$ cat config.mk
export PLATFORM = sky130hd
export DESIGN_NAME = fc_class_select
export DESIGN_NICKNAME = d
export VERILOG_FILES = /design/src/rtl/fc_class_select.sv
export SDC_FILE = /design/constraint.sdc
export NUM_CORES = 1
export LEC_CHECK = 0
export BUFFER_PORTS_ARGS = -buffer_cell sky130_fd_sc_hd__buf_2
export CORE_MARGIN = 5
export CORE_UTILIZATION = 31
export DETAILED_ROUTE_END_ITERATION = 8
export PLACE_DENSITY = 0.48
export SYNTH_ARGS = -nofsm -noshare
export SYNTH_HDL_FRONTEND = slang
export SYNTH_SLANG_ARGS = --single-unit
export TNS_END_PERCENT = 30
$ cat constraint.sdc
create_clock -name clk -period 2.9 [get_ports clk]
set_input_delay 0 -clock clk [delete_from_list [all_inputs] [get_ports clk]]
set_output_delay 0 -clock clk [all_outputs]
set_load 0.03 [all_outputs]
$ cat src/rtl/fc_class_select.sv
// Final-layer class selector: streams N_CLASS signed scores and reports the
// index and value of the largest one (ties resolve to the lower index).
module fc_class_select #(
  parameter int N_CLASS = 10,
  parameter int SW      = 38
) (
  input  logic                 clk,
  input  logic                 rst_n,
  input  logic                 start,
  input  logic                 score_valid,
  input  logic signed [SW-1:0] score,
  output logic                 score_ready,
  output logic [3:0]           class_id,
  output logic signed [SW-1:0] max_score,
  output logic                 class_valid,
  output logic                 busy,
  output logic [1:0]           dbg_state_o
);

  // Handshake: a score transfers on a rising edge where score_valid and
  // score_ready are both high; score_ready is high only while collecting,
  // and a concurrent start takes priority and drops that score.

  typedef enum logic [1:0] {
    IDLE    = 2'd0,
    COLLECT = 2'd1,
    REPORT  = 2'd2
  } state_e;

  localparam logic signed [SW-1:0] MOST_NEG = {1'b1, {(SW-1){1'b0}}};
  localparam logic [4:0]           LAST_IDX = 5'(N_CLASS - 1);

  state_e              state_q, state_d;
  logic [4:0]          count_q, count_d;
  logic signed [SW-1:0] best_q, best_d;
  logic [3:0]          best_idx_q, best_idx_d;
  logic [3:0]          class_id_q, class_id_d;
  logic signed [SW-1:0] max_score_q, max_score_d;

  always_ff @(posedge clk or negedge rst_n) begin
    if (!rst_n) begin
      state_q     <= IDLE;
      count_q     <= '0;
      best_q      <= MOST_NEG;
      best_idx_q  <= '0;
      class_id_q  <= '0;
      max_score_q <= '0;
    end else begin
      state_q     <= state_d;
      count_q     <= count_d;
      best_q      <= best_d;
      best_idx_q  <= best_idx_d;
      class_id_q  <= class_id_d;
      max_score_q <= max_score_d;
    end
  end

  always_comb begin
    state_d     = state_q;
    count_d     = count_q;
    best_d      = best_q;
    best_idx_d  = best_idx_q;
    class_id_d  = class_id_q;
    max_score_d = max_score_q;
    unique case (state_q)
      IDLE: begin
        if (start) begin
          state_d    = COLLECT;
          count_d    = '0;
          best_d     = MOST_NEG;
          best_idx_d = '0;
        end
      end
      COLLECT: begin
        if (start) begin
          count_d    = '0;
          best_d     = MOST_NEG;
          best_idx_d = '0;
        end else if (score_valid) begin
          // The first score always wins so that a score equal to MOST_NEG
          // still lands at index 0.
          if (count_q == '0 || score > best_q) begin
            best_d     = score;
            best_idx_d = count_q[3:0];
          end
          count_d = count_q + 5'd1;
          if (count_q == LAST_IDX) begin
            state_d     = REPORT;
            class_id_d  = best_idx_d;
            max_score_d = best_d;
          end
        end
      end
      REPORT: begin
        if (start) begin
          state_d    = COLLECT;
          count_d    = '0;
          best_d     = MOST_NEG;
          best_idx_d = '0;
        end else begin
          state_d = IDLE;
        end
      end
      default: state_d = IDLE;
    endcase
  end

  assign score_ready = (state_q == COLLECT);
  assign class_valid = (state_q == REPORT);
  assign busy        = (state_q != IDLE);
  assign class_id    = class_id_q;
  assign max_score   = max_score_q;
  assign dbg_state_o = state_q;

endmodule

==> results of run 1 <==
-- power by group --
group          internal (mW)  total (mW)  leakage [nW]  switching (mW)
Clock                  0.692        1.18         0.141           0.486
Combinational          0.343       0.685          1.94           0.342
Sequential              1.32        1.36          1.23          0.0409
-- routing by layer --
metal,vias to the layer above,part of all wire
met3,12,0.041
met5,-,0
met2,64,0.48
met4,0,0.012
met1,1934,0.47
li1,1934,-
-- area by class of cell --
cell class / instances / area [um2]
Timing Repair Buffer: 158 / 1200
Clock inverter: 2 / 35.0
Clock buffer: 14 / 254
Inverter: 43 / 161
Sequential cell: 91 / 2280
Fill cell: 1505 / 8720
Tap cell: 211 / 264
Multi-Input combinational cell: 302 / 2350
-- repair_timing --
item                       in CTS  in global routing
hold buffers                   40                  0
buffers inserted                0                  7
resized for setup               2                 20
cloned                          0                  2
setup endpoints to repair       2                 80
hold endpoints to repair       88                  0
pin swaps                       0                  5
-- cells by family (layout without fill, tap and decap cells) --
| kind of cell | Yosys count | after routing | synth area share |
|---|---|---|---|
| AOI/OAI and AO/OA | 126 | 126 | 0.182 |
| xor gates and xnor gates | 3 | 3 | 0.00543 |
| adders and majority gates | 41 | 41 | 0.106 |
| buffers and inverters | 65 | 217 | 0.0646 |
| DFF | 91 | 91 | 0.471 |
| muxes | 40 | 40 | 0.0827 |
| and+or+nand+nor | 92 | 92 | 0.0892 |
-- worst reg2reg max path, delay by kind of cell (launching register included) --
kind                     cells  cell delay (ns)
adder cells (fa/ha/maj)      1             0.20
AO/OA/AOI/OAI                6             1.22
flip-flops                   1             0.39
buffers and inverters        4             0.54
AND/OR/NAND/NOR              1             0.38
-- flip-flops by register name, indices dropped and copies added, names as in the netlist --
| name | flops |
|---|---|
| count_q | 5 |
| dbg_state_o | 2 |
| class_id | 4 |
| best_q | 38 |
| best_idx_q | 4 |
| max_score | 38 |
-- stage by stage --
step | std cells | area [um2]
global placement | 756 | 5630
global route | 821 | 6540
CTS | 812 | 6330
finish | 821 | 6540
floorplan | 458 | 4840
detailed placement | 756 | 5630
-- how the worst max path moves through the flow --
stage,startpoint,endpoint,slack [ns],cells after the start
after floorplan,dbg_state_o[0],class_id[3],0.13,7
after global placement,best_q[4],max_score[17],0.06,11
after detailed placement,best_q[4],max_score[4],-0.02,11
after CTS,best_q[4],max_score[4],0.006,11
after global routing,best_q[3],max_score[17],-0.03,11
final,best_q[4],best_q[6],0.11,12
-- cell usage in the layout (no fill, tap or decap), types with 3 or more instances in the layout --
cell	count
ha_1	39
nor2_1	47
mux2i_1	35
buf_6	3
buf_12	6
buf_4	19
dfrtp_1	90
mux2i_2	5
o21ai_0	4
xor2_1	3
clkbuf_16	11
nand3_1	8
nand2_1	10
a21oi_1	54
clkbuf_1	4
a22o_1	40
a21o_1	7
dlygate4sd3_1	40
inv_1	41
buf_2	87
nand4_1	12
==> flow_metrics.tcl, run 1 <==
set metrics [dict create \
    timing.hold.ws_ns 0.0610 \
    finClkSkew_ns 0.00698 \
    synth_top_area_frac 0.465 \
    synthMostInstantiatedCell "dfrtp_1" \
    synthArstFlopShare 1.00 \
    io_buffers 88 \
    syn_inst 458 \
    p_per_area_nw_per_um2 493 \
    finalCritPeriodShare 0.962 \
    holdPathEnd "dbg_state_o[0]" \
    cts_max_path_buffers 2 \
    p_leak_nw 3.31 \
    drtAntennaViolNets 0 \
    r2r-start "best_q[4]" \
    core_region_area_um2 15300 \
    power_mw 3.22 \
    syn-num-nets 541 \
    ys_top_cells_by_count "90 x dfrtp_1, 56 x a21oi_1, 48 x nor2_1" \
    area_growth_pct 35.1 \
    start_util 0.317 \
    grt.busiest_layer "met2" \
    n_antenna_cell 0 \
    layout-drive-gt1-share 0.251 \
    clk_pin_slew_ns 0.06 \
    grt_setup_unrepaired "yes" \
    h-tree-depth 3 \
    run_status "finished clean" \
    grt-ovfl-total 0 \
    yosysTopAreaCell "dfrtp_1" \
    dp_hpwl_mm 8.83 \
    synth_area_um2 4840 \
    slew_violations 0 \
    critical-path-max-stage-delay_ns 0.39 \
    ys_types 43 \
    cts_sinks 91 \
    cp.arrival_ns 3.07 \
    worstReg2RegEnd "best_q[6]" \
    die_x_um 135 \
    grt_use_met2 0.236 \
    io_pins 89 \
    cts_tree "yes" \
    grt_usage 0.142 \
    routabilityCongestion 0.753 \
    die-area_um2 18200 \
    cts_root_buf "clkbuf_16" \
    synth_seq_cells 91 \
    slowest_stage "dfrtp_1" \
    synth_edf_count 0 \
    fin_crit_ns 2.79 \
    hold_violations 0 \
    final-setup-viol-count 0 \
    required_ns 3.18 \
    max_clock_freq_ghz 0.358 \
    clk_latency_ns 0.35 \
    drtIter0Drc 139 \
    worstMarginPinSlew_ns 0.685 \
    drt-total-wl_mm 12.6 \
    crit_chain "inv_2 > ha_4 > a21oi_2 > a21boi_1 > o311a_1 > o41a_1 > or3_4 > buf_6 > a31oi_4 > buf_12 > clkbuf_16 > a22o_1" \
    drc 0 \
    grtUsageMet3 0.0339 \
    fin_setup_tns_ns 0 \
    worst-r2r-setup-slack_ns 0.11 \
    die_y_um 135 \
    synth_flop_cell "dfrtp_1" \
    synth_seq_area_share 0.471 \
    antenna_found_initial 0 \
    slew_headroom 0.537 \
    hold_start "score_valid" \
    final_nets 688 \
    min_path_cells 4 \
    num_vias 3944 \
    r2r_cells 12 \
    hold_class "in -> reg" \
    grt_max_degree 48 \
    critPathKind "reg -> reg" \
    grt_pass1_wl_mm 20.5 \
    synth.top_cells.by_area "dfrtp_1 47%, ha_1 11%, mux2i_1 8.3%" \
    wl_per_cell_um 15.4 \
    cpLargestDelayFamily "compound AO/OA/AOI/OAI gates" \
    numCtsBuffers 9 \
    peakVddDrop_v 0.000251 \
    use_met1 0.184 \
    path_max_fanout 12 \
    crit_buf_inv 4 \
    avgSynthCellArea_um2 10.6 \
    yosys_warnings 0 \
    first_pass_iters 4 \
    fin_util 0.429 \
    row_count 45 \
    maxCapViolations 0 \
    place_ws_ns -0.0177 \
    startpoint_type "register" \
    end_kind "register" \
    viasPerCell 4.80 \
    first_global_vias 4035 \
    postLayoutSetupSlackWorst_ns 0.110 \
]
No activity file was read; power rests on OpenSTA's default activity.
==> run 2, diff against run 1 <==
--- a/config.mk
+++ b/config.mk
@@ -6,10 +6,13 @@
 export NUM_CORES = 1
 export LEC_CHECK = 0
 export BUFFER_PORTS_ARGS = -buffer_cell sky130_fd_sc_hd__buf_2
+export CAP_MARGIN = 20
 export CORE_MARGIN = 5
 export CORE_UTILIZATION = 31
+export CTS_CLUSTER_DIAMETER = 80
 export DETAILED_ROUTE_END_ITERATION = 8
 export PLACE_DENSITY = 0.48
+export RECOVER_POWER = 100
 export SYNTH_ARGS = -nofsm -noshare
 export SYNTH_HDL_FRONTEND = slang
 export SYNTH_SLANG_ARGS = --single-unit
==> run 2 against run 1 <==
Net effect:
- power about the same
- clock power about the same
- core utilization down 0.50 points
- sequential power about the same
- via count up 0.71%
- cell count unchanged
- wire length up 0.55%
- largest cell class unchanged
==> flow_metrics.tcl, run 2 (synthesis gave the netlist of run 1 again) <==
set metrics [dict create \
    peakVddDrop_v 0.000251 \
    drc 0 \
    final_cells 821 \
    run_status "finished clean" \
    cp.arrival_ns 3.07 \
    final_nets 688 \
    postLayoutSetupSlackWorst_ns 0.111 \
    cpLargestDelayFamily "compound AO/OA/AOI/OAI gates" \
    final_area_um2 6460 \
    slowest_stage "dfrtp_1" \
    final-setup-viol-count 0 \
    p_per_area_nw_per_um2 499 \
    dp_hpwl_mm 8.83 \
    critical-path-max-stage-delay_ns 0.39 \
    wl_per_cell_um 15.4 \
    clk_latency_ns 0.35 \
    place_ws_ns -0.0177 \
    die-area_um2 18200 \
    cts_sinks 91 \
    finalCritPeriodShare 0.962 \
    placed_cells 756 \
    slew_violations 0 \
    clk_pin_slew_ns 0.06 \
    grt_usage 0.142 \
    maxCapViolations 0 \
    cts_root_buf "clkbuf_16" \
    hold_violations 0 \
    crit_chain "inv_2 > ha_4 > a21oi_2 > a21boi_1 > o311a_1 > o41a_1 > or3_4 > buf_6 > a31oi_4 > buf_12 > clkbuf_16 > a22o_1" \
    numCtsBuffers 9 \
    worstMarginPinSlew_ns 1.22 \
    power_mw 3.22 \
    row_count 45 \
    end_kind "register" \
    num_vias 3972 \
    crit_buf_inv 4 \
    fin_setup_tns_ns 0 \
    cts_max_path_buffers 2 \
    finClkSkew_ns 0.00716 \
    first_pass_iters 4 \
    die_x_um 135 \
    die_y_um 135 \
    core_region_area_um2 15300 \
    slew_headroom 0.189 \
    layout-drive-gt1-share 0.174 \
    path_max_fanout 12 \
    n_fill_cell 1527 \
    n_antenna_cell 0 \
    required_ns 3.19 \
    grt-ovfl-total 0 \
    startpoint_type "register" \
    area_growth_pct 33.5 \
    io_pins 89 \
    grt_setup_unrepaired "yes" \
    timing.hold.ws_ns 0.0607 \
    placed_area_um2 5630 \
    p_leak_nw 3.11 \
    layout_commonest_cell "dfrtp_1" \
    max_clock_freq_ghz 0.359 \
    fin_util 0.424 \
    first_global_vias 4035 \
    drtAntennaViolNets 0 \
    final_cell_mix "90 x dfrtp_1, 54 x a21oi_1, 51 x clkbuf_1" \
    grt_pass1_wl_mm 20.5 \
    grt_max_degree 48 \
    antenna_found_initial 0 \
    routabilityCongestion 0.753 \
    fin_crit_ns 2.79 \
    drtIter0Drc 158 \
    drt-total-wl_mm 12.7 \
    viasPerCell 4.84 \
    cts_tree "yes" \
    hold_class "in -> reg" \
    h-tree-depth 3 \
    start_util 0.317 \
    critPathKind "reg -> reg" \
    io_buffers 88 \
]
-- run 2: changes by cell type in the layout (fill, tap and decap cells not counted), sizes merged --
cell / before / now
clkbuf: 16 / 65
buf: 116 / 67
-- run 2: cell type report --
cell class | instances | area, um2 | share of cell area
Multi-Input combinational cell | 302 | 2350 | 0.364
Sequential cell | 91 | 2280 | 0.352
Timing Repair Buffer | 158 | 1120 | 0.173
Tap cell | 211 | 264 | 0.0408
Clock buffer | 14 | 254 | 0.0393
Inverter | 43 | 161 | 0.0250
Clock inverter | 2 | 35.0 | 0.00542
-- run 2: where the power goes --
| group | leakage [nW] | total [mW] | switching (mW) | internal [mW] |
|---|---|---|---|---|
| clock | 0.141 | 1.18 | 0.488 | 0.692 |
| combinational | 1.74 | 0.682 | 0.342 | 0.340 |
| sequential | 1.23 | 1.36 | 0.0411 | 1.32 |
| total | 3.11 | 3.22 | 0.871 | 2.35 |
-- run 2: worst min-delay path, delay by kind of cell --
family	cells	cell delay, ns
AOI/OAI and AO/OA	2	0.16
buffers and inverters	1	0.11
and+or+nand+nor	1	0.09
-- run 2: path summary, 6_finish.rpt --
path / start / to / slack [ns] / cells past startpoint
min in group asynchronous: rst_n / max_score[27] / 0.40 / 2
max in group asynchronous: rst_n / max_score[14] / 0.70 / 3
worst max-delay path: best_q[4] / best_q[6] / 0.11 / 12
worst max register to register: best_q[4] / best_q[6] / 0.11 / 12
worst min register to register: best_idx_q[3] / best_idx_q[3] / 0.50 / 1
worst min-delay path: score_valid / dbg_state_o[0] / 0.06 / 4
-- run 2: timing repair --
action,4_1_cts,5_1_grt
pin swaps,0,5
gates cloned,0,2
gates resized for setup,2,20
endpoints found under the setup margin,2,80
hold buffers,40,0
endpoints found under the hold margin,88,0
buffers inserted,0,7
-- run 2: layer usage --
layer,global-route usage,vias to the layer above,share of wire
li1,-,1933,-
met1,0.184,1959,0.47
met2,0.236,68,0.48
met3,0.0339,12,0.041
met4,0.0403,0,0.012
met5,0,-,0
==> run 3, diff against run 2 <==
--- a/config.mk
+++ b/config.mk
@@ -11,7 +11,8 @@
 export CORE_UTILIZATION = 31
 export CTS_CLUSTER_DIAMETER = 80
 export DETAILED_ROUTE_END_ITERATION = 8
-export PLACE_DENSITY = 0.48
+export GPL_TIMING_DRIVEN = 0
+export PLACE_DENSITY = 0.56
 export RECOVER_POWER = 100
 export SYNTH_ARGS = -nofsm -noshare
 export SYNTH_HDL_FRONTEND = slang
==> run 3 against run 2 <==
Net effect:
- the run now ends with max-capacitance violations, max-slew violations, negative setup slack left
- wire length rose by 4.5%
- cell area rose by 3.6%
- maximum frequency fell by 4.6%
- critical path depth rose by 1
- via count rose by 1.8%
- highest routed layer unchanged
- die area did not move
==> flow_metrics.tcl, run 3 (synthesis gave the netlist of run 1 again) <==
set metrics [dict create \
    ff_latch_area_um2 2280 \
    violations "max-capacitance violations, max-slew violations, negative setup slack" \
    slew_violations 42 \
    final_nets 702 \
    fin_setup_tns_ns -0.238 \
    grt_max_degree 51 \
    first_pass_iters 4 \
    cts_sinks 91 \
    final-setup-viol-count 17 \
    core_region_area_um2 15300 \
    layout-drive-gt1-share 0.200 \
    placed_cells 758 \
    die_y_um 135 \
    cts_max_path_buffers 2 \
    die-area_um2 18200 \
    layout_commonest_cell "dfrtp_1" \
    slew_headroom -0.613 \
    min_path_cells 3 \
    startpoint_type "register" \
    hold_class "in -> reg" \
    io_buffers 88 \
    cp.arrival_ns 3.15 \
    fin_crit_ns 2.92 \
    finalCritPeriodShare 1.01 \
    drt-total-wl_mm 13.2 \
    r2r-start "best_q[4]" \
    grt_pass1_wl_mm 21.4 \
    hold_start "score[7]" \
    row_count 45 \
    grt-ovfl-total 0 \
    num_vias 4044 \
    worstMarginPinSlew_ns 2.42 \
    grt_usage 0.148 \
    h-tree-depth 3 \
    n_fill_cell 1534 \
    grt_setup_unrepaired "yes" \
    start_util 0.317 \
    finClkSkew_ns 0.00759 \
    path_max_fanout 5 \
    drtAntennaViolNets 0 \
    clk_pin_slew_ns 0.06 \
    worstReg2RegEnd "best_q[25]" \
    cts_tree "yes" \
    dp_hpwl_mm 9.33 \
    power_mw 3.31 \
    multiInputGateArea_um2 2430 \
    hold_violations 0 \
    holdPathEnd "max_score[7]" \
    die_x_um 135 \
    area_growth_pct 38.3 \
    end_kind "register" \
    routabilityCongestion 0.783 \
    n_antenna_cell 0 \
    numCtsBuffers 9 \
    postLayoutSetupSlackWorst_ns -0.0243 \
    final_cell_mix "90 x dfrtp_1, 55 x a21oi_1, 54 x clkbuf_1" \
    clk_latency_ns 0.35 \
    timing.hold.ws_ns 0.0536 \
    required_ns 3.13 \
    p_per_area_nw_per_um2 494 \
    viasPerCell 4.84 \
    r2r_cells 13 \
    drtIter0Drc 191 \
    cts_root_buf "clkbuf_16" \
    worst-r2r-setup-slack_ns -0.02 \
    wl_per_cell_um 15.9 \
    antenna_found_initial 0 \
    peakVddDrop_v 0.000277 \
    critPathKind "reg -> reg" \
    final_cells 835 \
    p_leak_nw 3.20 \
    io_pins 89 \
    run_status "complete, but fails checks" \
    maxCapViolations 1 \
    drc 0 \
    first_global_vias 4234 \
    max_clock_freq_ghz 0.342 \
]
[run 3: changes by cell type in the layout (fill, tap and decap cells not counted), sizes merged]
cell,change
clkbuf,+7
buf,+4
clkinvlp,+1
clkinv,+2
[run 3: per-layer routing]
metal | up-vias | share of wire | global-route usage
met3 | 11 | 0.046 | 0.0384
li1 | 1963 | - | -
met4 | 0 | 0.0094 | 0.0353
met5 | - | 0 | 0
met1 | 1994 | 0.46 | 0.192
met2 | 76 | 0.48 | 0.248
[run 3: worst max path at each step]
stage,start,end,slack [ns],depth (start not counted)
after floorplan,dbg_state_o[0],class_id[3],0.13,7
after global placement,best_q[37],best_q[4],-0.24,10
after detailed placement,best_q[37],best_q[2],-0.26,10
after CTS,best_q[4],max_score[7],-0.04,13
after global routing,best_q[27],max_score[16],-0.17,13
final,best_q[4],best_q[25],-0.02,13
[run 3: what timing repair did]
item                       4_1_cts  5_1_grt
cloned                           1        3
buffers inserted                13        5
setup endpoints to repair       83       83
hold endpoints to repair        83        0
pin swaps                        6       11
gates resized for setup         24       34
hold buffers                    40        0
[run 3: worst max-delay path, stage by stage, from the launching register on]
cell	delay, ns
dfrtp_1	0.39
inv_2	0.07
ha_4	0.21
a21oi_4	0.12
a21boi_2	0.08
o311a_1	0.36
o41a_1	0.36
or3_1	0.33
buf_6	0.14
nand3_4	0.12
o22ai_4	0.10
buf_12	0.20
clkbuf_16	0.15
a22o_1	0.18
[run 3: cell type report]
class	count	share of cell area
plain buffers	21	0.0293
clock buffers	11	0.0362
clock inverters	5	0.00785
inverters	43	0.0241
multi-input cells	302	0.363
flip-flops and latches	91	0.340
well taps	211	0.0394
repair buffers	151	0.159
[run 3: through the flow]
step                utilization  setup WS, ns  area (um2)
floorplan                     -         0.135        4840
global placement          0.364        -0.244        5550
detailed placement        0.365        -0.264        5580
CTS                       0.426       -0.0399        6510
global route              0.439        -0.170        6700
finish                    0.439       -0.0243        6700
[run 3: power by group]
part           leakage [nW]  total [mW]  internal [mW]  switching, mW
Clock                 0.145        1.19          0.688          0.503
Sequential             1.23        1.36           1.32         0.0429
Combinational          1.82       0.753          0.395          0.358
